`src/rtl/digit_preset_sequencer.sv`:
```
// digit_preset_sequencer: holds a preset index selected by debounced push
// buttons or a timed auto-step, and drives a packed BCD bus for a
// seven-segment scan driver. Button priority is C > D > R > L > U.
module digit_preset_sequencer #(
   parameter int NUM_DIGITS      = 4,
   parameter int NUM_PRESETS     = 5,
   parameter logic [NUM_PRESETS*NUM_DIGITS*4-1:0] PRESET_TABLE =
      {16'h5310, 16'h5000, 16'h0300, 16'h0010, 16'h0000},
   parameter int DEBOUNCE_CYCLES = 16,
   parameter int AUTO_PERIOD     = 50_000_000
) (
   input  logic                                 clk,
   input  logic                                 reset,
   input  logic [1:0]                           sw,
   input  logic                                 btnU,
   input  logic                                 btnL,
   input  logic                                 btnR,
   input  logic                                 btnD,
   input  logic                                 btnC,
   output logic [$clog2(NUM_PRESETS+2)-1:0]     state,
   output logic [NUM_DIGITS*4-1:0]              digits,
   output logic                                 changed
);

   localparam int IW = $clog2(NUM_PRESETS + 2);
   localparam int XW = IW + 1;
   localparam int DW = NUM_DIGITS * 4;
   localparam int CW = $clog2(DEBOUNCE_CYCLES + 1);
   localparam int TW = $clog2(AUTO_PERIOD);

   localparam logic [IW-1:0] ONES_IDX  = IW'(NUM_PRESETS);
   localparam logic [IW-1:0] NINES_IDX = IW'(NUM_PRESETS + 1);
   localparam logic [IW-1:0] LAST_IDX  = IW'(NUM_PRESETS - 1);
   localparam logic [XW-1:0] NP_X      = XW'(NUM_PRESETS);
   localparam logic [CW-1:0] DEB_LAST  = CW'(DEBOUNCE_CYCLES - 1);
   localparam logic [TW-1:0] TICK_LAST = TW'(AUTO_PERIOD - 1);

   // Button vector order doubles as priority order: bit 0 wins.
   logic [4:0]    btn_raw;
   logic [4:0]    sync1_q, sync2_q;
   logic [4:0]    deb_q, deb_prev_q;
   logic [CW-1:0] cnt_q [5];
   logic [4:0]    press;

   logic [TW-1:0] tick_q, tick_d;
   logic [1:0]    sw_q;
   logic [IW-1:0] state_q, state_d;
   logic [IW-1:0] shown_q;
   logic [DW-1:0] digits_q;
   logic          changed_q;

   logic          auto_en, mode_change, step_fire;
   logic [XW-1:0] up_sum, dn_sum;
   logic [IW-1:0] up_idx, dn_idx;

   assign btn_raw = {btnU, btnL, btnR, btnD, btnC};
   assign press   = deb_q & ~deb_prev_q;

   // Display pattern for an index; out-of-map indices show all zeros.
   function automatic logic [DW-1:0] decode(input logic [IW-1:0] idx);
      logic [DW-1:0] r;
      r = {DW{1'b0}};
      if (idx == ONES_IDX) begin
         r = {NUM_DIGITS{4'h1}};
      end else if (idx == NINES_IDX) begin
         r = {NUM_DIGITS{4'h9}};
      end else begin
         for (int p = 0; p < NUM_PRESETS; p++) begin
            if (idx == IW'(p)) begin
               r = PRESET_TABLE[p*DW +: DW];
            end else begin
               r = r;
            end
         end
      end
      return r;
   endfunction

   // Two-flop synchroniser, per-button debounce counter and edge history.
   always_ff @(posedge clk) begin
      if (reset) begin
         sync1_q    <= 5'b00000;
         sync2_q    <= 5'b00000;
         deb_q      <= 5'b00000;
         deb_prev_q <= 5'b00000;
         for (int b = 0; b < 5; b++) begin
            cnt_q[b] <= {CW{1'b0}};
         end
      end else begin
         sync1_q    <= btn_raw;
         sync2_q    <= sync1_q;
         deb_prev_q <= deb_q;
         for (int b = 0; b < 5; b++) begin
            if (sync2_q[b] != deb_q[b]) begin
               if (cnt_q[b] == DEB_LAST) begin
                  deb_q[b] <= ~deb_q[b];
                  cnt_q[b] <= {CW{1'b0}};
               end else begin
                  cnt_q[b] <= cnt_q[b] + CW'(1);
               end
            end else begin
               cnt_q[b] <= {CW{1'b0}};
            end
         end
      end
   end

   // Next index: prioritised presses first, then the auto step.
   always_comb begin
      auto_en     = (sw == 2'b01) || (sw == 2'b10);
      mode_change = (sw != sw_q);
      step_fire   = auto_en && !mode_change && (tick_q == TICK_LAST);

      // Wrap arithmetic is one bit wider than the index so it cannot overflow.
      up_sum = {1'b0, state_q} + XW'(1);
      dn_sum = {1'b0, state_q} + XW'(NUM_PRESETS - 1);
      if (state_q < ONES_IDX) begin
         up_idx = (up_sum >= NP_X) ? IW'(up_sum - NP_X) : up_sum[IW-1:0];
         dn_idx = (dn_sum >= NP_X) ? IW'(dn_sum - NP_X) : dn_sum[IW-1:0];
      end else if ((state_q == ONES_IDX) || (state_q == NINES_IDX)) begin
         up_idx = {IW{1'b0}};
         dn_idx = LAST_IDX;
      end else begin
         up_idx = {IW{1'b0}};
         dn_idx = {IW{1'b0}};
      end

      // Any press, a mode change or manual mode restarts the period.
      if (!auto_en || mode_change || (press != 5'b00000)) begin
         tick_d = {TW{1'b0}};
      end else if (tick_q == TICK_LAST) begin
         tick_d = {TW{1'b0}};
      end else begin
         tick_d = tick_q + TW'(1);
      end

      if (press[0]) begin
         state_d = {IW{1'b0}};
      end else if (press[1]) begin
         state_d = NINES_IDX;
      end else if (press[2]) begin
         state_d = IW'(1);
      end else if (press[3]) begin
         state_d = IW'(2);
      end else if (press[4]) begin
         state_d = ONES_IDX;
      end else if (step_fire) begin
         state_d = (sw == 2'b01) ? up_idx : dn_idx;
      end else begin
         state_d = state_q;
      end
   end

   // Index, tick counter and registered display/pulse outputs.
   always_ff @(posedge clk) begin
      if (reset) begin
         state_q   <= {IW{1'b0}};
         shown_q   <= {IW{1'b0}};
         tick_q    <= {TW{1'b0}};
         digits_q  <= {DW{1'b0}};
         changed_q <= 1'b0;
         sw_q      <= sw;
      end else begin
         state_q   <= state_d;
         tick_q    <= tick_d;
         sw_q      <= sw;
         digits_q  <= decode(state_q);
         changed_q <= (state_q != shown_q);
         shown_q   <= state_q;
      end
   end

   assign state   = state_q;
   assign digits  = digits_q;
   assign changed = changed_q;

endmodule
```
`config.mk`:
```
export PLATFORM = sky130hd
export DESIGN_NAME = digit_preset_sequencer
export DESIGN_NICKNAME = d
export VERILOG_FILES = /design/src/rtl/digit_preset_sequencer.sv
export SDC_FILE = /design/constraint.sdc
export NUM_CORES = 1
export LEC_CHECK = 0
export ABC_CLOCK_PERIOD_IN_PS = 4900
export BUFFER_PORTS_ARGS = -buffer_cell sky130_fd_sc_hd__buf_4
export CAP_MARGIN = 30
export CORE_MARGIN = 8
export CORE_UTILIZATION = 65
export DETAILED_ROUTE_END_ITERATION = 10
export HOLD_SLACK_MARGIN = 0.05
export PLACE_DENSITY = 0.85
export SLEW_MARGIN = 20
export SYNTH_ARGS = -nofsm -noshare
export SYNTH_HDL_FRONTEND = slang
export SYNTH_SLANG_ARGS = --single-unit
```
`constraint.sdc`:
```
create_clock -name clk -period 4.9 [get_ports clk]
set_input_delay 0.735 -clock clk [delete_from_list [all_inputs] [get_ports clk]]
set_output_delay 0.735 -clock clk [all_outputs]
set_load 0.01 [all_outputs]
```
==> results of run 1 <==
[registers in the layout, indices dropped and copies added, names as in the netlist]
signal and flops:
tick_q 26, cnt_q 25, digits 7, deb_prev_q 5, deb_q 5, sync1_q 5, sync2_q 5, shown_q 3
state 3, sw_q 2, changed 1
[worst max-delay path: cells and delay by family]
family | cells | cell delay [ns]
AO/OA/AOI/OAI | 1 | 0.12
buffers and inverters | 2 | 0.37
AND/OR/NAND/NOR | 3 | 1.34
adder cells (fa/ha/maj) | 1 | 0.27
[metrics by stage]
step                      setup slack (ns)  total power [mW]
final                                 2.31              1.45
after global routing                  2.23              1.50
after CTS                             2.33              1.46
after detailed placement              1.96             0.835
after global placement                1.92             0.830
after floorplan                       2.43             0.825
[logic make-up (layout without fill, tap and decap cells)]
group | Yosys count | after routing | share of synthesized area
xor gates and xnor gates | 44 | 44 | 0.0927
AOI/OAI and AO/OA | 24 | 24 | 0.0397
adders and majority gates | 19 | 19 | 0.0572
and+or+nand+nor | 179 | 179 | 0.258
DFF | 87 | 87 | 0.479
buffers and inverters | 39 | 57 | 0.0529
other | 2 | 31 | 0.00181
muxes | 8 | 8 | 0.0193
[final cells by class]
| cell class | instances | area (um^2) | area share |
|---|---|---|---|
| Timing Repair Buffer | 23 | 185 | 0.0397 |
| Clock buffer | 12 | 166 | 0.0357 |
| Inverter | 18 | 67.6 | 0.0145 |
| Multi-Input combinational cell | 305 | 2060 | 0.441 |
| Sequential cell | 87 | 1990 | 0.427 |
| Clock inverter | 4 | 98.8 | 0.0212 |
| Tap cell | 77 | 96.3 | 0.0207 |
[layout by cell type, fill, tap and decap left out, types with 18 or more instances in the layout]
cell type,count
ha_1,19
xor2_1,22
edfxtp_1,25
dfxtp_1,62
nor2_1,52
xnor2_1,22
conb_1,31
buf_4,22
nor2b_1,19
nor2_4,18
[power by group]
group,internal (mW),total (mW),leakage [nW],switching [mW]
Combinational,0.0224,0.0563,0.895,0.0339
Sequential,0.753,0.762,0.760,0.00872
Clock,0.385,0.630,0.132,0.245
Total,1.16,1.45,1.79,0.287
[routing by layer]
layer | share of wire | global-route usage
met5 | 0 | 0
met2 | 0.50 | 0.287
met4 | 0.020 | 0.0781
met1 | 0.44 | 0.185
met3 | 0.037 | 0.0374
[worst max path at each step]
stage	end	cells past startpoint	slack [ns]
after floorplan	tick_q[24]	8	2.43
after global placement	tick_q[25]	6	1.92
after detailed placement	tick_q[25]	7	1.96
after CTS	tick_q[19]	7	2.33
after global routing	state[2]	8	2.23
final	tick_q[25]	7	2.31
==> report_table.html, run 1 <==
<table>
<tr><th>Metric</th><th>Value</th></tr>
<tr><th colspan="2">Timing</th></tr>
<tr><td>Summed negative setup slack over all endpoints</td><td>0 ns</td></tr>
<tr><td>Pins Over Slew Limit</td><td>0</td></tr>
<tr><td>Worst-case hold slack</td><td>0.441 ns</td></tr>
<tr><td>Transition time at the pin with the least slew margin</td><td>0.630 ns</td></tr>
<tr><td>Number of failing hold endpoints at the final stage</td><td>0</td></tr>
<tr><td>Count of endpoints failing setup in the final report</td><td>0</td></tr>
<tr><td>Final worst-path cycle share</td><td>0.528</td></tr>
<tr><td>Fmax achieved</td><td>0.387 GHz</td></tr>
<tr><td>Worst slew slack as a fraction of its limit</td><td>0.574</td></tr>
<tr><td>Setup repair after global routing missed its margin</td><td>no</td></tr>
<tr><td>Final critical-path required period</td><td>2.59 ns</td></tr>
<tr><td>Worst-case clock skew</td><td>0.00856 ns</td></tr>
<tr><th colspan="2">Worst hold path</th></tr>
<tr><td>Worst hold-check path type</td><td>reg2reg</td></tr>
<tr><td>Hold Crit Endpoint</td><td>sync2_q[4]</td></tr>
<tr><td>Hold Path Stages</td><td>1</td></tr>
<tr><td>Hold Path Origin</td><td>sync1_q[4]</td></tr>
<tr><th colspan="2">Setup path</th></tr>
<tr><td>Beginning of the worst register-to-register path</td><td>state[1]</td></tr>
<tr><td>Worst Path Arrival</td><td>2.87 ns</td></tr>
<tr><td>Type of the worst setup path</td><td>in2reg</td></tr>
<tr><td>Setup slack, reg-to-reg</td><td>2.53 ns</td></tr>
<tr><td>Category of the worst setup path capture point</td><td>flip-flop</td></tr>
<tr><td>Delay of the slowest critical-path stage</td><td>0.48 ns</td></tr>
<tr><td>Worst endpoint required time</td><td>5.18 ns</td></tr>
<tr><td>RR Endpoint</td><td>state[2]</td></tr>
<tr><td>Length in cells of the worst reg-to-reg path</td><td>8</td></tr>
<tr><td>Worst-path fanout max</td><td>17</td></tr>
<tr><td>Worst path slowest cell</td><td>or2_2</td></tr>
<tr><td>Ordered list of cells on the worst path</td><td>buf_4, ha_1, or3_1, or4_1, or2_2, buf_12, a21oi_1</td></tr>
<tr><td>First element of the critical path</td><td>sw[0]</td></tr>
<tr><td>Startpoint types</td><td>primary input</td></tr>
<tr><th colspan="2">Clock tree</th></tr>
<tr><td>TritonCTS clock tree</td><td>done</td></tr>
<tr><td>CTS sink cnt</td><td>87</td></tr>
<tr><td>Buffers from clock root to sink, at most</td><td>2</td></tr>
<tr><td>Clock root buffer</td><td>clkbuf_8</td></tr>
<tr><td>Htree depth</td><td>3</td></tr>
<tr><td>Total of hold buffers inserted after clock tree synthesis</td><td>0</td></tr>
<tr><td>Worst-Skew Late Latency</td><td>0.35 ns</td></tr>
<tr><td>TritonCTS buffer count</td><td>9</td></tr>
<tr><td>Clock transition at the registers of the reported paths</td><td>0.08 ns</td></tr>
<tr><td># Post-CTS Setup Buffers</td><td>0</td></tr>
<tr><td>Post-cts sizing count</td><td>0</td></tr>
<tr><th colspan="2">Detailed routing</th></tr>
<tr><td>First-pass iteration count of the detailed router</td><td>4</td></tr>
<tr><td>Total via count after detailed routing</td><td>2760</td></tr>
<tr><td>Drt initial violations</td><td>101</td></tr>
<tr><td>Post-DR wirelength/cell</td><td>12.9 um</td></tr>
<tr><td>Aggregate routed wire length</td><td>6.79 mm</td></tr>
<tr><td>DR vias/cell</td><td>5.25</td></tr>
<tr><td>Remaining routing DRC violations</td><td>0</td></tr>
<tr><td>Antenna viol nets, final</td><td>0</td></tr>
<tr><th colspan="2">Logic synthesis</th></tr>
<tr><td>Ranking of synthesized cells by area</td><td>dfxtp_1 30%, edfxtp_1 18%, ha_1 5.7%, nor2_4 4.9%, nor2_1 4.7%</td></tr>
<tr><td>Prevailing post-synth register cell</td><td>dfxtp_1</td></tr>
<tr><td>Synthesis Warnings</td><td>0</td></tr>
<tr><td>Most frequently used cell type in the post-synthesis netlist</td><td>dfxtp_1</td></tr>
<tr><td>Count of cell types in the netlist</td><td>47</td></tr>
<tr><td>Portion of the post-synthesis area used by sequential elements</td><td>0.479</td></tr>
<tr><td>Syn Area/Cell</td><td>10.3 um^2</td></tr>
<tr><td>Most frequent cells after synthesis</td><td>62 x dfxtp_1, 52 x nor2_1, 25 x edfxtp_1</td></tr>
<tr><td>Post-synthesis instance area</td><td>4160 um^2</td></tr>
<tr><td>Fraction of post-synthesis cell area in the top cell type by area</td><td>0.298</td></tr>
<tr><td>Fraction of registers with async set/reset</td><td>0</td></tr>
<tr><td>EDFF count, synth</td><td>25</td></tr>
<tr><td>Flip-flop and latch count after synthesis</td><td>87</td></tr>
<tr><td>Post-synth top area cell</td><td>dfxtp_1</td></tr>
<tr><td>Gate Count Post-Synth</td><td>402</td></tr>
<tr><th colspan="2">Cells and area</th></tr>
<tr><td>Fillers</td><td>453</td></tr>
<tr><td>Fraction of layout cells with a size suffix above 1</td><td>0.145</td></tr>
<tr><td>Finished Layout Cells</td><td>526</td></tr>
<tr><td>Layout Area Growth over Synthesis</td><td>12.1%</td></tr>
<tr><td>Final design instance area without fill</td><td>4660 um^2</td></tr>
<tr><td>Number of antenna repair diodes</td><td>0</td></tr>
<tr><td>Total number of nets in the final design</td><td>472</td></tr>
<tr><td>Core utilization of the finished layout</td><td>0.743</td></tr>
<tr><th colspan="2">Placement</th></tr>
<tr><td>Area after DPL</td><td>4400 um^2</td></tr>
<tr><td>Gpl congestion</td><td>0.884</td></tr>
<tr><td>Number of buffers added on ports</td><td>22</td></tr>
<tr><td>Placed wire-length estimate</td><td>4.88 mm</td></tr>
<tr><td>Number of placed instances with taps included</td><td>510</td></tr>
<tr><th colspan="2">Die</th></tr>
<tr><td>Top-Level Pins</td><td>29</td></tr>
<tr><td>Die X-Extent</td><td>96.0 um</td></tr>
<tr><td>Total die area</td><td>9210 um^2</td></tr>
<tr><td>Height of the chip</td><td>96.0 um</td></tr>
<tr><td>Row cnt</td><td>29</td></tr>
<tr><td>Placeable core region</td><td>6280 um^2</td></tr>
<tr><td>Starting utilization of the core area</td><td>0.663</td></tr>
<tr><th colspan="2">Pwr</th></tr>
<tr><td>Leakage Power</td><td>1.79 nW</td></tr>
<tr><td>Max IR drop VDD</td><td>0.220 mV</td></tr>
<tr><td>Power density cells</td><td>311 nW/um^2</td></tr>
<tr><th colspan="2">Global routing</th></tr>
<tr><td>First-pass GRT wire length</td><td>12.0 mm</td></tr>
<tr><td>Total grt overflow</td><td>0</td></tr>
<tr><td>Vias in the first global route</td><td>2791</td></tr>
<tr><td>Number of antenna violations at the first check in global routing</td><td>0</td></tr>
<tr><td>Maximum number of pins on one net before global-route repair</td><td>38</td></tr>
<tr><td>Total global routing track utilization</td><td>0.164</td></tr>
<tr><th colspan="2">Outcome</th></tr>
<tr><td>Result of the run</td><td>completed</td></tr>
<tr><th colspan="2">Flow run</th></tr>
<tr><td>Maxcap violations</td><td>0</td></tr>
</table>
Power figures use the tool's default switching activity.
==> run 2, diff against run 1 <==
--- a/config.mk
+++ b/config.mk
@@ -5,14 +5,14 @@
 export SDC_FILE = /design/constraint.sdc
 export NUM_CORES = 1
 export LEC_CHECK = 0
-export ABC_CLOCK_PERIOD_IN_PS = 4900
+export ABC_CLOCK_PERIOD_IN_PS = 2610
 export BUFFER_PORTS_ARGS = -buffer_cell sky130_fd_sc_hd__buf_4
 export CAP_MARGIN = 30
 export CORE_MARGIN = 8
-export CORE_UTILIZATION = 65
+export CORE_UTILIZATION = 60
 export DETAILED_ROUTE_END_ITERATION = 10
 export HOLD_SLACK_MARGIN = 0.05
-export PLACE_DENSITY = 0.85
+export PLACE_DENSITY = 0.79
 export SLEW_MARGIN = 20
 export SYNTH_ARGS = -nofsm -noshare
 export SYNTH_HDL_FRONTEND = slang
==> constraint.sdc (replaced) <==
create_clock -name clk -period 2.61 [get_ports clk]
set_input_delay 0.3915 -clock clk [delete_from_list [all_inputs] [get_ports clk]]
set_output_delay 0.3915 -clock clk [all_outputs]
set_load 0.01 [all_outputs]
==> run 2 against run 1 <==
Net effect:
- register-to-register slack got worse by 2.1 ns
- critical path type is now reg2reg
- combinational power rose by 88%
- critical endpoint is now tick_q[3]
- design area fell by 0.56%
- worst setup slack got worse by 1.8 ns
- clock skew fell by 0.0013 ns
- non-clock buffer count rose by 5
- flip-flop and latch count did not move
- largest cell class unchanged
- largest power group unchanged
- final cell count rose by 1.5%
- critical path depth fell by 1
==> report_table.html, run 2 (synthesis results as in run 1) <==
<table>
<tr><th>Metric</th><th>Value</th></tr>
<tr><th colspan="2">Timing</th></tr>
<tr><td>Number of failing hold endpoints at the final stage</td><td>0 (unchanged)</td></tr>
<tr><td>Count of endpoints failing setup in the final report</td><td>0 (unchanged)</td></tr>
<tr><td>Worst slew slack as a fraction of its limit</td><td>0.562 (-0.0122)</td></tr>
<tr><td>Summed negative setup slack over all endpoints</td><td>0 ns (unchanged)</td></tr>
<tr><td>Worst-case hold slack</td><td>0.158 ns (-0.283 ns)</td></tr>
<tr><td>Pins Over Slew Limit</td><td>0 (unchanged)</td></tr>
<tr><td>Final critical-path required period</td><td>2.14 ns</td></tr>
<tr><td>Setup repair after global routing missed its margin</td><td>no</td></tr>
<tr><td>Worst-case clock skew</td><td>0.00724 ns (-0.00132 ns)</td></tr>
<tr><td>Transition time at the pin with the least slew margin</td><td>0.648 ns (+0.0180 ns)</td></tr>
<tr><td>Fmax achieved</td><td>0.467 GHz</td></tr>
<tr><td>Post-route setup slack</td><td>0.469 ns (-1.85 ns)</td></tr>
<tr><td>Final worst-path cycle share</td><td>0.820</td></tr>
<tr><th colspan="2">Clock tree</th></tr>
<tr><td>Worst-Skew Late Latency</td><td>0.35 ns (about the same)</td></tr>
<tr><td>TritonCTS clock tree</td><td>done</td></tr>
<tr><td>Buffers from clock root to sink, at most</td><td>2 (unchanged)</td></tr>
<tr><td># Post-CTS Setup Buffers</td><td>0 (unchanged)</td></tr>
<tr><td>Clock root buffer</td><td>clkbuf_8</td></tr>
<tr><td>Total of hold buffers inserted after clock tree synthesis</td><td>0 (unchanged)</td></tr>
<tr><td>Post-cts sizing count</td><td>0 (unchanged)</td></tr>
<tr><td>TritonCTS buffer count</td><td>9 (unchanged)</td></tr>
<tr><td>Clock transition at the registers of the reported paths</td><td>0.09 ns (about the same)</td></tr>
<tr><td>CTS sink cnt</td><td>87 (unchanged)</td></tr>
<tr><td>Htree depth</td><td>3 (unchanged)</td></tr>
<tr><th colspan="2">Cells and area</th></tr>
<tr><td>Finished Layout Cells</td><td>534 (+1.5%)</td></tr>
<tr><td>Number of antenna repair diodes</td><td>0 (unchanged)</td></tr>
<tr><td>Top reg by flops</td><td>tick_q</td></tr>
<tr><td>Number of flip-flops under the largest register name</td><td>26 (unchanged)</td></tr>
<tr><td>Core utilization of the finished layout</td><td>0.686 (-0.0566)</td></tr>
<tr><td>Layout Area Growth over Synthesis</td><td>11.5%</td></tr>
<tr><td>Fillers</td><td>557 (+23%)</td></tr>
<tr><td>Highest-count cells in the layout ignoring fill and taps</td><td>62 x dfxtp_1, 52 x nor2_1, 31 x conb_1, 27 x buf_4, 25 x edfxtp_1</td></tr>
<tr><td>Most common cell after layout, fill and taps aside</td><td>dfxtp_1</td></tr>
<tr><td>Fraction of layout cells with a size suffix above 1</td><td>0.156 (+0.0116)</td></tr>
<tr><td>Final design instance area without fill</td><td>4640 um^2 (-0.56%)</td></tr>
<tr><td>Total number of nets in the final design</td><td>477 (+1.1%)</td></tr>
<tr><th colspan="2">Die</th></tr>
<tr><td>Die X-Extent</td><td>99.3 um (+3.4%)</td></tr>
<tr><td>Starting utilization of the core area</td><td>0.616 (-0.0470)</td></tr>
<tr><td>Height of the chip</td><td>99.3 um (+3.4%)</td></tr>
<tr><td>Top-Level Pins</td><td>29 (unchanged)</td></tr>
<tr><td>Placeable core region</td><td>6760 um^2 (+7.6%)</td></tr>
<tr><td>Total die area</td><td>9850 um^2 (+6.9%)</td></tr>
<tr><td>Row cnt</td><td>30 (+3.4%)</td></tr>
<tr><th colspan="2">Setup path</th></tr>
<tr><td>Worst-path fanout max</td><td>25 (+8)</td></tr>
<tr><td>Length in cells of the worst reg-to-reg path</td><td>6 (-2)</td></tr>
<tr><td>Beginning of the worst register-to-register path</td><td>deb_q[3]</td></tr>
<tr><td>Category of the worst setup path capture point</td><td>flip-flop</td></tr>
<tr><td>Setup slack, reg-to-reg</td><td>0.47 ns (-2.06 ns)</td></tr>
<tr><td>CP delay by family, top</td><td>simple AND/OR/NAND/NOR gates</td></tr>
<tr><td>Ordered list of cells on the worst path</td><td>nor2b_4, or3_4, or4_1, or2_2, buf_12, nor2_4</td></tr>
<tr><td>Worst Path Arrival</td><td>2.44 ns (-0.43 ns)</td></tr>
<tr><td>Type of the worst setup path</td><td>reg2reg</td></tr>
<tr><td>Delay of the slowest critical-path stage</td><td>0.51 ns (+0.03 ns)</td></tr>
<tr><td>Worst endpoint required time</td><td>2.91 ns (-2.27 ns)</td></tr>
<tr><td>RR Endpoint</td><td>tick_q[3]</td></tr>
<tr><td>Critical path buffer and inverter count</td><td>1 (-1)</td></tr>
<tr><td>Worst path slowest cell</td><td>or4_1</td></tr>
<tr><td>Startpoint types</td><td>flip-flop</td></tr>
<tr><td>Number of cells on the critical path</td><td>6 (-1)</td></tr>
<tr><th colspan="2">Placement</th></tr>
<tr><td>Post-placement worst setup slack</td><td>0.216 ns (-1.75 ns)</td></tr>
<tr><td>Gpl congestion</td><td>0.816 (-7.6%)</td></tr>
<tr><td>Number of buffers added on ports</td><td>22 (unchanged)</td></tr>
<tr><td>Placed wire-length estimate</td><td>4.87 mm (-0.28%)</td></tr>
<tr><td>Area after DPL</td><td>4440 um^2 (+0.94%)</td></tr>
<tr><td>Number of placed instances with taps included</td><td>518 (+1.6%)</td></tr>
<tr><th colspan="2">Outcome</th></tr>
<tr><td>Result of the run</td><td>completed</td></tr>
<tr><th colspan="2">Pwr</th></tr>
<tr><td>Internal power</td><td>1.90 mW (+64%)</td></tr>
<tr><td>Max IR drop VDD</td><td>0.303 mV (+38%)</td></tr>
<tr><td>Leakage Power</td><td>1.77 nW (-1.1%)</td></tr>
<tr><td>Net switching share of the total power</td><td>0.228 (+0.0293)</td></tr>
<tr><td>Fraction of power consumed by the clock network</td><td>0.375 (-0.060)</td></tr>
<tr><td>Combinational share of power</td><td>0.043 (+0.004)</td></tr>
<tr><td>Switching power</td><td>0.560 mW (+95%)</td></tr>
<tr><td>Power density cells</td><td>531 nW/um^2 (+71%)</td></tr>
<tr><td>Overall Power</td><td>2.46 mW (+70%)</td></tr>
<tr><td>Proportion of power drawn by flip-flops and latches</td><td>0.581 (+0.055)</td></tr>
<tr><th colspan="2">Worst hold path</th></tr>
<tr><td>Worst hold-check path type</td><td>in2reg</td></tr>
<tr><td>Hold Crit Endpoint</td><td>sw_q[1]</td></tr>
<tr><td>Hold Path Origin</td><td>sw[1]</td></tr>
<tr><td>Hold Path Stages</td><td>1 (unchanged)</td></tr>
<tr><th colspan="2">Detailed routing</th></tr>
<tr><td>Aggregate routed wire length</td><td>6.66 mm (-1.9%)</td></tr>
<tr><td>Remaining routing DRC violations</td><td>0 (unchanged)</td></tr>
<tr><td>Post-DR wirelength/cell</td><td>12.5 um (-3.3%)</td></tr>
<tr><td>Antenna viol nets, final</td><td>0 (unchanged)</td></tr>
<tr><td>Drt initial violations</td><td>87 (-14%)</td></tr>
<tr><td>DR vias/cell</td><td>5.11 (-2.6%)</td></tr>
<tr><td>Total via count after detailed routing</td><td>2729 (-1.1%)</td></tr>
<tr><td>First-pass iteration count of the detailed router</td><td>4 (unchanged)</td></tr>
<tr><th colspan="2">Flow run</th></tr>
<tr><td>Maxcap violations</td><td>0 (unchanged)</td></tr>
<tr><th colspan="2">Global routing</th></tr>
<tr><td>Total grt overflow</td><td>0 (unchanged)</td></tr>
<tr><td>Total global routing track utilization</td><td>0.149 (-0.0154)</td></tr>
<tr><td>First-pass GRT wire length</td><td>12.0 mm (+0.52%)</td></tr>
<tr><td>Maximum number of pins on one net before global-route repair</td><td>37 (-2.6%)</td></tr>
<tr><td>Vias in the first global route</td><td>2801 (+0.36%)</td></tr>
<tr><td>Number of antenna violations at the first check in global routing</td><td>0 (unchanged)</td></tr>
</table>
## run 2: power groups by stage
stage	combinational, mW	clock, mW	sequential, mW
2_1_floorplan	0.0915	0	1.46
3_3_place_gp	0.103	0	1.46
3_5_place_dp	0.106	0	1.46
4_1_cts	0.107	0.947	1.43
5_1_grt	0.123	0.999	1.43
6_report	0.106	0.923	1.43
## run 2: area by class of cell
type	instances	area, um^2	share of cell area
clock inverter	7	73.8	0.0159
inverter	18	67.6	0.0146
timing repair buffer	28	223	0.0480
tap	80	100	0.0216
sequential	87	1990	0.430
clock buffer	9	124	0.0267
multi-input combinational	305	2060	0.443
## run 2: worst max-delay path by stage
stage | start | end | slack [ns]
floorplan | state[0] | state[2] | 0.44
global placement | sw[0] | tick_q[25] | 0.27
detailed placement | sw[0] | tick_q[25] | 0.22
CTS | deb_q[3] | tick_q[19] | 0.46
global route | state[0] | state[2] | 0.32
finish | deb_q[3] | tick_q[3] | 0.47
## run 2: worst reg2reg max path, cell delays in order, from the launching register on
cell	delay, ns
dfxtp_1	0.36
nor2b_4	0.16
or3_4	0.39
or4_1	0.51
or2_2	0.32
buf_12	0.20
nor2_4	0.14
## run 2: per-layer routing
layer  vias to the layer above  wire [um]  track usage
met5                         -          0            0
met1                      1258       2970        0.165
met4                         0        117       0.0605
met2                        28       3360        0.261
li1                       1433          -            -
met3                        10        210       0.0412
